<file path="src/rtl/dcache_pkg.sv">
// Shared definitions for the banked data-cache array: engine state encoding.
package dcache_pkg;

  typedef enum logic [2:0] {
    ST_IDLE   = 3'd0,
    ST_FL_RD  = 3'd1,
    ST_FL_OUT = 3'd2,
    ST_FILL   = 3'd3,
    ST_DONE   = 3'd4
  } state_e;

endpackage

</file>
<file path="src/rtl/spram_param.sv">
// One byte lane of the data array: synchronous write with an asynchronous read.
// The read is asynchronous so the owner can register it exactly where it needs the word.
module spram_param #(
  parameter int ADDRBITS     = 5,
  parameter int BANKDATABITS = 8
) (
  input  logic                    clk,
  input  logic [ADDRBITS-1:0]     addr,
  input  logic [BANKDATABITS-1:0] data_in,
  input  logic                    we,
  output logic [BANKDATABITS-1:0] data_out
);

  logic [BANKDATABITS-1:0] mem [0:(2**ADDRBITS)-1];

  always_ff @(posedge clk) begin
    if (we) begin
      mem[addr] <= data_in;
    end
  end

  assign data_out = mem[addr];

endmodule

</file>
<file path="src/rtl/dcache_bankarray.sv">
// Byte-lane banked cache data array with a CPU port and a flush/fill streaming engine
// that takes over the shared array address while it walks every word.
module dcache_bankarray #(
  parameter int DATABITS     = 32,
  parameter int ADDRBITS     = 5,
  parameter int MEMSIZE      = 2**ADDRBITS,
  parameter int BANKNUM      = 4,
  parameter int BANKDATABITS = DATABITS / BANKNUM
) (
  input  logic                clk,
  input  logic                reset_n,
  input  logic [ADDRBITS-1:0] addr,
  input  logic [DATABITS-1:0] data_in,
  input  logic                we,
  input  logic [BANKNUM-1:0]  byteenable,
  output logic [DATABITS-1:0] data_out,
  output logic                cpu_ready,
  input  logic                flush_start,
  input  logic                fill_start,
  output logic [DATABITS-1:0] flush_out,
  output logic [ADDRBITS-1:0] flush_addr,
  output logic                flush_valid,
  input  logic                flush_ready,
  input  logic [DATABITS-1:0] fill_in,
  input  logic                fill_valid,
  output logic                fill_ready,
  output logic                busy,
  output logic                done
);

  import dcache_pkg::*;

  localparam logic [ADDRBITS-1:0] LAST = ADDRBITS'(MEMSIZE - 1);

  state_e              state_q, state_d;
  logic [ADDRBITS-1:0] cnt_q, cnt_d;
  logic [ADDRBITS-1:0] ram_addr;
  logic [DATABITS-1:0] ram_wdata, ram_rdata;
  logic [BANKNUM-1:0]  lane_we;
  logic [DATABITS-1:0] flush_out_q, flush_out_d;
  logic [ADDRBITS-1:0] flush_addr_q, flush_addr_d;
  logic [DATABITS-1:0] rdata_q;

  always_ff @(posedge clk or negedge reset_n) begin
    if (!reset_n) begin
      state_q      <= ST_IDLE;
      cnt_q        <= '0;
      flush_out_q  <= '0;
      flush_addr_q <= '0;
      rdata_q      <= '0;
    end else begin
      state_q      <= state_d;
      cnt_q        <= cnt_d;
      flush_out_q  <= flush_out_d;
      flush_addr_q <= flush_addr_d;
      rdata_q      <= ram_rdata;
    end
  end

  // The engine owns the array address outside IDLE; only IDLE and FILL may write.
  always_comb begin
    state_d      = state_q;
    cnt_d        = cnt_q;
    flush_out_d  = flush_out_q;
    flush_addr_d = flush_addr_q;
    ram_addr     = cnt_q;
    ram_wdata    = fill_in;
    lane_we      = '0;

    case (state_q)
      ST_IDLE: begin
        ram_addr  = addr;
        ram_wdata = data_in;
        lane_we   = we ? byteenable : '0;
        if (flush_start) begin
          state_d = ST_FL_RD;
          cnt_d   = '0;
        end else if (fill_start) begin
          state_d = ST_FILL;
          cnt_d   = '0;
        end
      end
      ST_FL_RD: begin
        flush_out_d  = ram_rdata;
        flush_addr_d = cnt_q;
        state_d      = ST_FL_OUT;
      end
      ST_FL_OUT: begin
        if (flush_ready) begin
          if (cnt_q == LAST) begin
            state_d = ST_DONE;
          end else begin
            cnt_d   = cnt_q + ADDRBITS'(1);
            state_d = ST_FL_RD;
          end
        end
      end
      ST_FILL: begin
        lane_we = {BANKNUM{fill_valid}};
        if (fill_valid) begin
          if (cnt_q == LAST) begin
            state_d = ST_DONE;
          end else begin
            cnt_d = cnt_q + ADDRBITS'(1);
          end
        end
      end
      ST_DONE: state_d = ST_IDLE;
      default: state_d = ST_IDLE;
    endcase
  end

  for (genvar i = 0; i < BANKNUM; i++) begin : g_lane
    spram_param #(
      .ADDRBITS    (ADDRBITS),
      .BANKDATABITS(BANKDATABITS)
    ) u_lane (
      .clk     (clk),
      .addr    (ram_addr),
      .data_in (ram_wdata[i*BANKDATABITS +: BANKDATABITS]),
      .we      (lane_we[i]),
      .data_out(ram_rdata[i*BANKDATABITS +: BANKDATABITS])
    );
  end

  assign data_out    = rdata_q;
  assign flush_out   = flush_out_q;
  assign flush_addr  = flush_addr_q;
  assign cpu_ready   = (state_q == ST_IDLE);
  assign busy        = (state_q != ST_IDLE);
  assign flush_valid = (state_q == ST_FL_OUT);
  assign fill_ready  = (state_q == ST_FILL);
  assign done        = (state_q == ST_DONE);

endmodule
</file>
<file path="config.mk">
export PLATFORM = sky130hd
export DESIGN_NAME = dcache_bankarray
export DESIGN_NICKNAME = d
export VERILOG_FILES = /design/src/rtl/dcache_pkg.sv /design/src/rtl/spram_param.sv /design/src/rtl/dcache_bankarray.sv
export SDC_FILE = /design/constraint.sdc
export NUM_CORES = 1
export LEC_CHECK = 0
export BUFFER_PORTS_ARGS = -buffer_cell sky130_fd_sc_hd__buf_2
export CAP_MARGIN = 5
export CELL_PAD_IN_SITES_DETAIL_PLACEMENT = 1
export CELL_PAD_IN_SITES_GLOBAL_PLACEMENT = 2
export CORE_UTILIZATION = 40
export DETAILED_ROUTE_END_ITERATION = 8
export PLACE_DENSITY_LB_ADDON = 0.3
export SLEW_MARGIN = 20
export SYNTH_ARGS = -nofsm -noshare
export SYNTH_HDL_FRONTEND = slang
export SYNTH_SLANG_ARGS = --single-unit
</file>
<file path="constraint.sdc">
create_clock -name clk -period 6.9 [get_ports clk]
set_input_delay 0 -clock clk [delete_from_list [all_inputs] [get_ports clk]]
set_output_delay 0 -clock clk [all_outputs]
set_load 0.03 [all_outputs]
</file>
==> qor.yml, run 1 <==
dpl.hpwl_microns: 101000
grt_pass1_vias: 33448
grtUsageTotal_pct: 26.0
regToRegSetupSlack_ps: 1750
fp-row-count: 128
synth_seq_cells: 1101
syn-num-nets: 3692
firstDrtPassIters: 5
synth_area_per_cell_sq_um: 13.6
critPathCaptureType: "flop"
start_util_pct: 40.3
ys_types: 54
hold_path_end: "state_q[1]"
remaining_drc_errors: 0
drt_iter0_drc: 2989
setup_tns_ps: 0
rsz0062_at_grt: "false"
leakagePower_nw: 20.3
gp_congestion: 0.836
clkLatencyLatePin_ps: 710
synth_area_sq_um: 49200
cts_buffers: 117
cp_max_fo: 129
die_area_sq_um: 124000
maxCapViolations: 0
ys.flop_type: "edfxtp_1"
min_period_ps: 5150
status: "finished, final reports clean"
r2r_cells: 9
nNetsFinal: 3874
vias: 32722
grt_overflow_total: 0
worst_slew_pin_slew_ps: 1240
ys_seq_area_share_pct: 66.5
synthArstFlopShare_pct: 6.99
hold_depth: 3
cts_tree: "yes"
layout.area.seq_sq_um: 32700
cts.reportedPaths.clkPinSlew_ps: 60
syn_to_final_growth_pct: 14.4
drt-wirelength-per-cell_microns: 29.7
timing.final.ws_setup_ps: 1750
fmax_ghz: 0.194
r2r_start: "state_q[1]"
grt_pass1_wl_microns: 237000
cts_buffer_depth: 3
multiInputGateArea_sq_um: 15500
routed_wirelength_microns: 163000
die_x_microns: 353
cts_setup_buffers: 0
holdBufCountCts: 63
finalHoldViolCount: 0
vias_per_cell: 5.94
io_buffers: 153
worst_slew_margin_rel_pct: 16.9
ys_warn_count: 0
ios: 154
fp.coreArea_sq_um: 122000
cts_sinks: 1101
die_h_microns: 353
maxSlewViolCount: 0
hp-start: "flush_start"
crit_type: "reg2reg"
fillers: 12277
hold_path.class: "in2reg"
h-tree-depth: 3
ir_drop_uv: 267
synth_edf_count: 1024
grt_max_degree: 145
place_ws_ps: 1840
postCtsResizedCells: 0
fin_util_pct: 46.1
crit_required_ps: 7460
antenna_found_initial: 1
ant_nets: 0
clock-root-buffer: "clkbuf_16"
p_per_area_nw_per_um2: 391
antenna_cells: 0
finalCritPeriodShare_pct: 74.7
postSynthCellCount: 3610
setup_violations: 0
cp-start-kind: "flop"
drive_above_1_share_pct: 13.0
worstPathArrival_ps: 5710
r2r-end: "data_out[19]"
finClkSkew_ps: 26.6
[synthesized netlist by cell type, drive strengths merged, types with 25 or more instances]
master / instances / area (sq um)
mux2i: 669 / 6730
dfrtp: 77 / 1930
or4b: 25 / 250
nor2: 214 / 803
nand2: 506 / 1900
mux2: 41 / 473
nor2b: 70 / 438
buf: 129 / 689
a21oi: 162 / 811
o211ai: 58 / 435
nor4: 58 / 419
o221ai: 26 / 228
a211oi: 74 / 556
edfxtp: 1024 / 30700
a22o: 25 / 219
nand4: 134 / 838
nand3: 35 / 175
clkbuf: 127 / 477
o22ai: 70 / 438
[cell usage in the layout, fill, tap and decap left out, drive strengths merged, types with 41 or more instances in the layout]
master | synthesis | final
nor2b | 70 | 70
mux2i | 669 | 669
nand4 | 134 | 134
a21oi | 162 | 162
nand2 | 506 | 506
dlygate4sd3 | 0 | 62
a211oi | 74 | 74
mux2 | 41 | 41
o211ai | 58 | 58
buf | 129 | 257
dfrtp | 77 | 77
nor2 | 214 | 214
clkbuf | 127 | 171
edfxtp | 1024 | 1024
nor4 | 58 | 58
o22ai | 70 | 70
[stage by stage]
| step | power [mW] | hold slack (ps) | std cells | cell area (sq um) |
|---|---|---|---|---|
| after CTS | 22.0 | 66.5 | 5512 | 56200 |
| after floorplan | 13.0 | -296 | 3610 | 49200 |
| final | 22.0 | 107 | 5513 | 56200 |
| after detailed placement | 15.8 | 26.5 | 5234 | 51800 |
| after global placement | 15.7 | 19.7 | 5234 | 51800 |
| after global routing | 22.7 | 100 | 5513 | 56200 |
[cell families after synthesis]
kind of cell,synth area share [%]
AO/OA/AOI/OAI,6.06
AND/OR/NAND/NOR,10.4
multiplexers,14.6
buffers and inverters,2.39
adder cells (fa/ha/maj),0.0509
flip-flops,66.5
[layer usage]
metal	vias to the layer above	wire length (microns)	global-route usage (%)	part of all wire, %
li1	14181	-	-	-
met1	17226	71400	35.9	44
met2	1080	77600	42.2	47
met3	233	9750	4.10	6.0
met4	2	4790	7.65	2.9
met5	-	9	0	0.0055
[worst max-delay path, cell delays in order (launching register included)]
cell and delay (ps):
dfrtp_1 520, or3_4 760, inv_16 480, mux2i_4 770, buf_12 350, buf_12 340
mux2i_1 240, o211ai_1 160, nor4_1 650, or4b_1 480
[registers in the layout, summed over array words and instances, names as in the netlist]
register / count
state_q: 3
g_lane.u_lane.mem: 1024
flush_addr: 5
data_out: 32
flush_out: 32
cnt_q: 5
[cell type report]
type | count | area share (%)
Clock buffer | 171 | 5.95
Clock inverter | 44 | 0.648
Inverter | 2 | 0.0423
Multi-Input combinational cell | 2251 | 27.5
Sequential cell | 1101 | 58.1
Tap cell | 1625 | 3.62
Timing Repair Buffer | 319 | 4.11
[report_power, final]
part,switching [mW],internal [mW]
combinational,5.09,2.20
clock,2.62,3.56
sequential,0.366,8.12
[worst max-delay path by stage]
stage	start	slack, ps	cells past startpoint	to
floorplan	state_q[0]	3640	11	g_lane[2].u_lane.mem[0][6]
global placement	state_q[1]	1830	9	data_out[19]
detailed placement	state_q[1]	1840	9	data_out[18]
CTS	state_q[1]	1800	9	data_out[18]
global route	state_q[1]	1600	9	data_out[18]
finish	state_q[1]	1750	9	data_out[19]
Note: power is estimated with default switching activity, not from simulation.
==> run 2: changes to the inputs <==
==> constraint.sdc (replaced) <==
create_clock -name clk -period 4.7 [get_ports clk]
set_input_delay 0 -clock clk [delete_from_list [all_inputs] [get_ports clk]]
set_output_delay 0 -clock clk [all_outputs]
set_load 0.03 [all_outputs]
==> run 2 against run 1 <==
Against the previous run:
- register-to-register slack worse by 1300 ps
- clock power is 51% higher
- clock skew hardly changed
- routed wire length is 1.2% lower
- design area is 1.1% higher
- combinational power is 50% higher
- largest cell class unchanged
- clock-buffer cell count is 28 lower
==> qor.yml, run 2 (same netlist as run 1, synthesis figures left out) <==
h-tree-depth: 3  # unchanged
start_util_pct: 40.3  # unchanged
ir_drop_uv: 716  # +170%
grt_pass1_vias: 33145  # -0.91%
cts_buffer_depth: 3  # unchanged
maxCapViolations: 0  # unchanged
drt-wirelength-per-cell_microns: 29.0  # -2.2%
worst_slew_pin_slew_ps: 1060  # -186 ps
status: "finished, final reports clean"
drt_iter0_drc: 2766  # -7.5%
power_switching_share_pct: 36.6  # -0.17 points
design_area_sq_um: 56800  # +1.1%
setup_violations: 0  # unchanged
cts_buffers: 116  # -0.85%
drive_above_1_share_pct: 14.2  # +1.2 points
power_frac_comb_pct: 33.5  # +0.3 points
fp-row-count: 128  # unchanged
crit_required_ps: 5280  # -2180 ps
grt_pass1_wl_microns: 234000  # -1.3%
maxSlewViolCount: 0  # unchanged
final_cell_mix: "edfxtp_1 (1024), mux2i_1 (660), nand2_1 (502)"
io_buffers: 153  # unchanged
antenna_found_initial: 2  # +1
worstPathArrival_ps: 4800  # -910 ps
cp_num_buf_inv: 1  # -2
dpl.hpwl_microns: 102000  # +1.1%
ant_nets: 0  # unchanged
firstDrtPassIters: 5  # unchanged
vias: 32503  # -0.67%
grtUsageTotal_pct: 25.7  # -0.31 points
top_register: "g_lane.u_lane.mem"
crit_type: "reg2reg"
cp_max_fo: 29  # -78%
postCtsResizedCells: 0  # unchanged
r2r_cells: 7  # -2
die_h_microns: 353  # unchanged
die_area_sq_um: 124000  # unchanged
finalCritPeriodShare_pct: 89.7  # +15 points
remaining_drc_errors: 0  # unchanged
fillers: 12281  # +0.033%
seq_power_share_pct: 37.9  # -0.7 points
hp-start: "flush_start"
nNetsFinal: 3923  # +1.3%
fp.coreArea_sq_um: 122000  # unchanged
p_per_area_nw_per_um2: 575  # +47%
switchingPower_mw: 12.0  # +48%
crit_chain: "or3_4, mux2_4, nand2_2, buf_4, o211ai_1, nor4_1, or4b_1"
cts_tree: "yes"
slowest_stage: "nor4_1"
final_common_cell: "edfxtp_1"
worst_slew_margin_rel_pct: 29.3  # +12 points
critPathCaptureType: "flop"
hold_path.class: "in2reg"
grt_max_degree: 150  # +3.4%
cp-start-kind: "flop"
largest_reg_flops: 1024  # unchanged
p_clk_share_pct: 28.6  # +0.4 points
leakagePower_nw: 20.6  # +1.7%
r2r_start: "state_q[2]"
die_x_microns: 353  # unchanged
grt_overflow_total: 0  # unchanged
ios: 154  # unchanged
placed_area_sq_um: 52300  # +0.83%
finalHoldViolCount: 0  # unchanged
gp_congestion: 0.847  # +1.3%
finClkSkew_ps: 26.7  # +0.0664 ps
setup_tns_ps: 0  # unchanged
setup.worst_path.start: "state_q[2]"
cts_sinks: 1101  # unchanged
regToRegSetupSlack_ps: 480  # -1260 ps
clkLatencyLatePin_ps: 720  # about the same
min_period_ps: 4220  # -937 ps
vias_per_cell: 5.84  # -1.7%
cp_num_cells: 7  # -2
fmax_ghz: 0.237  # +22%
internal_power_mw: 20.7  # +49%
hold_depth: 3  # unchanged
clock-root-buffer: "clkbuf_16"
rsz0062_at_grt: "false"
crit_path_max_incr_delay_ps: 830  # +60 ps
routed_wirelength_microns: 161000  # -1.2%
cts.reportedPaths.clkPinSlew_ps: 60  # about the same
path_delay_family: "simple AND/OR/NAND/NOR gates"
syn_to_final_growth_pct: 15.6
run 2: changes by cell type in the layout (fill, tap and decap cells not counted), moves of 4 or more:
cell | before | now
buf_4 | 95 | 132
clkbuf_1 | 38 | 18
clkinv_2 | 20 | 30
nor2_1 | 201 | 209
nor2_2 | 11 | 3
buf_12 | 9 | 16
bufinv_16 | 6 | 13
dlygate4sd3_1 | 62 | 68
clkinvlp_4 | 1 | 6
inv_6 | 1 | 6
clkbuf_16 | 122 | 118
clkbuf_8 | 11 | 7
clkinv_1 | 15 | 19
run 2: worst paths after layout:
| path | endpoint |
|---|---|
| setup reg to reg | data_out[6] |
| min in group asynchronous | flush_out[12] |
| hold reg to reg | flush_addr[1] |
| hold / removal | state_q[1] |
| setup / recovery | data_out[6] |
| max in group asynchronous | cnt_q[0] |
run 2: power by group through the flow:
stage	sequential (mW)	combinational, mW	clock (mW)
finish	12.4	10.9	9.35
global route	12.4	11.6	9.78
detailed placement	12.6	10.8	0
global placement	12.6	10.6	0
floorplan	12.9	6.18	0
CTS	12.4	10.9	9.44
run 2: layer usage:
metal	GRT usage [%]	wire length [microns]	vias to the layer above
met1	35.6	71000	16962
met5	0	8	-
met2	41.6	76200	1013
met4	8.31	5340	2
met3	3.57	8990	226
li1	-	-	14300
run 2: final cells by class:
cell class              instances  area, sq um  area share, %
diodes                          3         7.51         0.0132
clock buffers                 143         3120           5.49
clock inverters                76          734           1.29
inverters                       2         23.8         0.0418
multi-input cells            2251        15400           27.2
flip-flops and latches       1101        32700           57.5
well taps                    1625         2030           3.58
repair buffers                369         2790           4.91
run 2: metrics by stage:
step / std cells / power, mW / setup WS [ps] / util [%] / hold slack [ps]
3_3_place_gp: 5278 / 23.2 / 536 / 42.9 / 200
5_1_grt: 5567 / 33.8 / 332 / 46.6 / 80.8
4_1_cts: 5567 / 32.8 / 443 / 46.6 / 36.8
6_report: 5570 / 32.7 / 482 / 46.6 / 85.9
3_5_place_dp: 5279 / 23.4 / 482 / 42.9 / 190
2_1_floorplan: 3610 / 19.1 / 1440 / - / -296
run 2: timing repair:
action / in CTS / in global routing
hold endpoints to repair: 995 / 0
setup buffers: 0 / 0
hold buffers: 69 / 0
setup endpoints to repair: 0 / 0
run 2: worst reg2reg max path: stages, from the launching register on:
cell,delay [ps]
dfrtp_1,520
or3_4,590
mux2_4,580
nand2_2,610
buf_4,300
o211ai_1,140
nor4_1,840
or4b_1,510
